[config.mk]
export PLATFORM = sky130hd
export DESIGN_NAME = rab_inval_walker
export DESIGN_NICKNAME = d
export VERILOG_FILES = /design/src/rtl/rab_inval_walker.sv
export SDC_FILE = /design/constraint.sdc
export NUM_CORES = 1
export LEC_CHECK = 0
export ABC_AREA = 1
export BUFFER_PORTS_ARGS = -buffer_cell sky130_fd_sc_hd__buf_2
export CORE_MARGIN = 2
export CORE_UTILIZATION = 40
export DETAILED_ROUTE_END_ITERATION = 6
export GPL_ROUTABILITY_DRIVEN = 0
export PLACE_DENSITY = 0.69
export SLEW_MARGIN = 20
export SYNTH_ARGS = -nofsm -noshare
export SYNTH_HDL_FRONTEND = slang
export SYNTH_SLANG_ARGS = --single-unit
[constraint.sdc]
create_clock -name Clk_CI -period 3.2 [get_ports Clk_CI]
set_input_delay 0 -clock Clk_CI [delete_from_list [all_inputs] [get_ports Clk_CI]]
set_output_delay 0 -clock Clk_CI [all_outputs]
set_load 0.05 [all_outputs]
[src/rtl/rab_inval_walker.sv]
// Range-invalidation walker: scans all L1 slices, then every L2 set/entry, clearing
// the valid bit of each entry whose page range overlaps the latched [start, end] range.
module rab_inval_walker #(
    parameter int AW            = 32,
    parameter int N_SLICES      = 32,
    parameter int N_SETS        = 32,
    parameter int N_SET_ENTRIES = 32,
    parameter int PG_OFFSET     = 12
) (
    input  logic                                            Clk_CI,
    input  logic                                            Rst_RI,
    input  logic                                            Start_SI,
    input  logic [AW-1:0]                                   AddrStart_DI,
    input  logic [AW-1:0]                                   AddrEnd_DI,
    output logic                                            Busy_SO,
    output logic                                            Done_SO,
    output logic [$clog2(N_SLICES)-1:0]                     SliceIdx_DO,
    input  logic [AW-1:0]                                   SliceFirst_DI,
    input  logic [AW-1:0]                                   SliceLast_DI,
    input  logic                                            SliceValid_SI,
    output logic                                            SliceClr_SO,
    output logic                                            L2Rd_SO,
    output logic [$clog2(N_SETS)+$clog2(N_SET_ENTRIES)-1:0] L2RdAddr_DO,
    input  logic [AW-PG_OFFSET-1:0]                         L2Vpn_DI,
    input  logic                                            L2Valid_SI,
    output logic                                            L2Clr_SO,
    output logic [$clog2(N_SETS)+$clog2(N_SET_ENTRIES)-1:0] L2ClrAddr_DO
);

    localparam int SLW  = $clog2(N_SLICES);
    localparam int SETW = $clog2(N_SETS);
    localparam int ENTW = $clog2(N_SET_ENTRIES);
    localparam int L2AW = SETW + ENTW;

    localparam logic [SLW-1:0]  SLICE_LAST = SLW'(N_SLICES - 1);
    localparam logic [SETW-1:0] SET_LAST   = SETW'(N_SETS - 1);
    localparam logic [ENTW-1:0] ENT_LAST   = ENTW'(N_SET_ENTRIES - 1);

    // states: IDLE wait start | L1_SCAN one slice/cycle | L2_SCAN one tag read/cycle
    //         | L2_DRAIN check last read | DONE one-cycle completion pulse
    typedef enum logic [2:0] {
        IDLE,
        L1_SCAN,
        L2_SCAN,
        L2_DRAIN,
        DONE
    } state_t;

    state_t            state_q, state_d;
    logic [AW-1:0]     start_q, end_q;
    logic [SLW-1:0]    slice_q;
    logic [SETW-1:0]   set_q;
    logic [ENTW-1:0]   ent_q;
    logic              chk_q;
    logic [L2AW-1:0]   chk_addr_q;
    logic              slice_last;
    logic              l2_last;
    logic [AW-1:0]     page_lo, page_hi;

    assign slice_last = (slice_q == SLICE_LAST);
    assign l2_last    = (set_q == SET_LAST) && (ent_q == ENT_LAST);
    assign page_lo    = {L2Vpn_DI, {PG_OFFSET{1'b0}}};
    assign page_hi    = {L2Vpn_DI, {PG_OFFSET{1'b1}}};

    always_ff @(posedge Clk_CI) begin
        if (Rst_RI) begin
            state_q    <= IDLE;
            start_q    <= '0;
            end_q      <= '0;
            slice_q    <= '0;
            set_q      <= '0;
            ent_q      <= '0;
            chk_q      <= 1'b0;
            chk_addr_q <= '0;
        end else begin
            state_q    <= state_d;
            // The tag returned next cycle belongs to this cycle's read address.
            chk_q      <= (state_q == L2_SCAN);
            chk_addr_q <= {set_q, ent_q};
            case (state_q)
                IDLE: begin
                    slice_q <= '0;
                    set_q   <= '0;
                    ent_q   <= '0;
                    if (Start_SI) begin
                        start_q <= AddrStart_DI;
                        end_q   <= AddrEnd_DI;
                    end
                end
                L1_SCAN: begin
                    if (slice_last) begin
                        slice_q <= '0;
                    end else begin
                        slice_q <= slice_q + 1'b1;
                    end
                end
                L2_SCAN: begin
                    if (ent_q == ENT_LAST) begin
                        ent_q <= '0;
                        if (set_q == SET_LAST) begin
                            set_q <= '0;
                        end else begin
                            set_q <= set_q + 1'b1;
                        end
                    end else begin
                        ent_q <= ent_q + 1'b1;
                    end
                end
                default: ;
            endcase
        end
    end

    always_comb begin
        state_d     = state_q;
        Busy_SO     = 1'b0;
        Done_SO     = 1'b0;
        SliceClr_SO = 1'b0;
        L2Rd_SO     = 1'b0;
        case (state_q)
            IDLE: begin
                if (Start_SI) begin
                    state_d = L1_SCAN;
                end
            end
            L1_SCAN: begin
                Busy_SO     = 1'b1;
                SliceClr_SO = SliceValid_SI && (SliceFirst_DI <= end_q) && (SliceLast_DI >= start_q);
                if (slice_last) begin
                    state_d = L2_SCAN;
                end
            end
            L2_SCAN: begin
                Busy_SO = 1'b1;
                L2Rd_SO = 1'b1;
                if (l2_last) begin
                    state_d = L2_DRAIN;
                end
            end
            L2_DRAIN: begin
                Busy_SO = 1'b1;
                state_d = DONE;
            end
            DONE: begin
                Done_SO = 1'b1;
                state_d = IDLE;
            end
            default: state_d = IDLE;
        endcase
    end

    assign SliceIdx_DO  = slice_q;
    assign L2RdAddr_DO  = {set_q, ent_q};
    assign L2Clr_SO     = chk_q && L2Valid_SI && (page_lo <= end_q) && (page_hi >= start_q);
    assign L2ClrAddr_DO = chk_q ? chk_addr_q : '0;

endmodule
==> results.sh <==
export IMPL_cp_arrival_ns=2.58
export IMPL_hold_path_class="in -> reg"
export IMPL_power_density_mw_per_mm2=575.5
export IMPL_die_w_um=126.0
export IMPL_cts_buffers_inserted=9
export IMPL_slew_violations=0
export IMPL_cts_resized=0
export IMPL_worst_endpoint_required_ns=3.20
export IMPL_grtUsageTotal_pct=20.47
export IMPL_synth_seq_cells=93
export IMPL_setup_viol=0
export IMPL_num_vias=5938
export IMPL_p_leak_nw=3.935
export IMPL_crit_type="reg -> out"
export IMPL_maxCapViolCount=0
export IMPL_clk_path_buf_depth=2
export IMPL_ir_drop_mv=0.3003
export IMPL_wire_per_inst_um=13.18
export IMPL_yosys_area_top_type_share_pct=31.29
export IMPL_core_mm2=0.01453
export IMPL_synth_xor_area_share_pct=0.2944
export IMPL_grt_pass1_wl_mm=26.21
export IMPL_insertion_delay_ns=0.35
export IMPL_nets=1305
export IMPL_ant_nets=0
export IMPL_fin_cells=1233
export IMPL_holdBufCountCts=64
export IMPL_place_area_mm2=0.006997
export IMPL_period_share_pct=80.65
export IMPL_rows=44
export IMPL_grt_start_max_net_pins=69
export IMPL_avgSynthCellArea_um2=7.400
export IMPL_initial_utilization_pct=40.93
export IMPL_fin_crit_ns=2.581
export IMPL_yosys_area_share_simple_pct=16.49
export IMPL_hold_ws_ns=0.04399
export IMPL_dp_cells=1151
export IMPL_netlist_area_mm2=0.005949
export IMPL_clockRootBuffer="clkbuf_16"
export IMPL_dieArea_mm2=0.01586
export IMPL_dr_pass1_iters=4
export IMPL_ys_seq_area_share_pct=31.29
export IMPL_grt_ovfl_total=0
export IMPL_syn_nets=1067
export IMPL_path_max_fanout=3
export IMPL_synth_adder_area_share_pct=23.13
export IMPL_post_cts_setup_buffers=0
export IMPL_maxSlewHeadroom_pct=34.64
export IMPL_final_seq_area_mm2=0.001862
export IMPL_setup_tns_ns=0
export IMPL_drive_gt1_share_pct=19.77
export IMPL_syn_inst=804
export IMPL_worstMarginPinSlew_ns=0.9790
export IMPL_hold_violations=0
export IMPL_critPathLaunchType="flop"
export IMPL_cts_tree="built"
export IMPL_status="completed"
export IMPL_multi_input_area_mm2=0.003487
export IMPL_portBuffers=182
export IMPL_post_dp_hpwl_mm=12.55
export IMPL_synthDistinctLibCells=30
export IMPL_post_synth_mux_area_share_pct=0
export IMPL_ctsHtreeMaxLevel=3
export IMPL_grt_pass1_vias=5701
export IMPL_fill_cells=1413
export IMPL_ys_warn_count=0
export IMPL_clk_pin_slew_ns=0.06
export IMPL_dr_first_iter_drc_count=209
export IMPL_antenna_found_initial=1
export IMPL_via_per_inst=4.816
export IMPL_fmaxAchievable_ghz=0.3875
export IMPL_clock_sinks=93
export IMPL_finClkSkew_ns=0.007074
export IMPL_cp_end_kind="output pin"
export IMPL_dieHeight_um=126.0
export IMPL_yosys_top_cells_area="dfxtp_1 31%, ha_1 23%, a21oi_1 10%"
export IMPL_synth_largest_area_cell="dfxtp_1"
export IMPL_rsz0062_at_grt="no"
export IMPL_routed_wl_mm=16.25
export IMPL_final_cell_area_mm2=0.007955
export IMPL_fin_util_pct=54.73
export IMPL_synth_compound_area_share_pct=18.70
export IMPL_syn_to_final_growth_pct=33.71
export IMPL_io_pin_count=183
export IMPL_drc_errors=0
export IMPL_synth_top_family_by_area="adder cells"
-- Yosys cell counts --
cell	n
inv_1	126
nand2_1	126
a21oi_1	120
ha_1	110
dfxtp_1	93
o21ai_0	84
nor2_1	55
nand3_1	17
clkbuf_1	13
nand4_1	13
nor3_1	12
nor4_1	5
buf_2	4
buf_6	4
o21a_1	4
a22o_1	2
clkbuf_2	2
xor2_1	2
a211oi_1	1
a21o_1	1
a31oi_1	1
and3b_1	1
inv_2	1
nand2_2	1
nand2_4	1
nor2_2	1
nor2_4	1
o211ai_1	1
o21bai_1	1
o31ai_1	1
-- power by group --
part,leakage (nW),switching [mW],internal (mW)
clock network,0.152,0.459,0.669
registers,0.765,0.100,1.41
logic,3.02,1.21,0.732
-- critical path, stage by stage, from the launching register on --
cell	delay [ns]
dfxtp_1	0.31
inv_1	0.06
ha_1	0.29
nand2_1	0.07
nor2_1	0.16
nand2_1	0.07
nor3_1	0.39
nand4_1	0.22
o21ai_0	0.12
nand2_1	0.06
nor2_1	0.16
buf_2	0.30
-- through the flow --
stage	setup slack, ns	power [mW]
after CTS	0.5690	4.619
after detailed placement	0.9679	3.414
after global placement	0.9979	3.372
final	0.6193	4.578
after floorplan	1.269	2.953
after global routing	0.2568	4.984
-- layout make-up --
cell class / instances / area share [%]
Sequential cell: 93 / 23.40
Multi-Input combinational cell: 561 / 43.83
Timing Repair Buffer: 250 / 19.88
Tap cell: 184 / 2.894
Clock buffer: 13 / 3.397
Inverter: 127 / 5.992
Antenna cell: 2 / 0.06291
Clock inverter: 3 / 0.5348
-- logic make-up (layout without fill, tap and decap cells) --
kind of cell | after synthesis | in the layout
AO/OA/AOI/OAI | 216 | 216
XOR/XNOR | 2 | 2
adder cells (fa/ha/maj) | 110 | 110
buffers and inverters | 150 | 393
flip-flops | 93 | 93
other | 0 | 2
AND/OR/NAND/NOR | 233 | 233
-- flip-flops by register name (all words and copies together) (netlist names) --
name	count
end_q	32
start_q	32
chk_q	1
ent_q	5
chk_addr_q	10
state_q	3
SliceIdx_DO	5
set_q	5
-- layer usage --
metal / wire [um] / part of all wire (%) / vias up / GRT usage (%)
li1: - / - / 3174 / -
met1: 7408 / 46 / 2583 / 25.49
met2: 7442 / 46 / 158 / 34.79
met4: 354 / 2.2 / 0 / 7.692
met3: 1042 / 6.4 / 23 / 4.333
met5: 0 / 0 / - / 0
-- final timing paths --
| path | from | to | slack (ns) | depth (start not counted) |
|---|---|---|---|---|
| max | end_q[23] | L2Clr_SO | 0.62 | 11 |
| min | AddrEnd_DI[30] | end_q[30] | 0.04 | 3 |
| max reg2reg | state_q[1] | end_q[30] | 1.29 | 7 |
| min reg2reg | set_q[3] | chk_addr_q[8] | 0.47 | 2 |
-- cells in the final DEF, fill, tap and decap left out, types with 2 or more instances in the layout --
cell type	instances
dfxtp_1	93
o21ai_0	84
inv_2	2
diode_2	2
nor3_1	12
a22o_1	2
dlygate4sd3_1	64
inv_1	125
buf_4	4
nor2_1	55
xor2_1	2
nand3_1	17
ha_1	110
buf_2	182
o21a_1	4
nor4_1	5
a21oi_1	120
nand2_1	126
clkbuf_8	3
nand4_1	13
clkbuf_16	9
No activity file was read; power rests on OpenSTA's default activity.
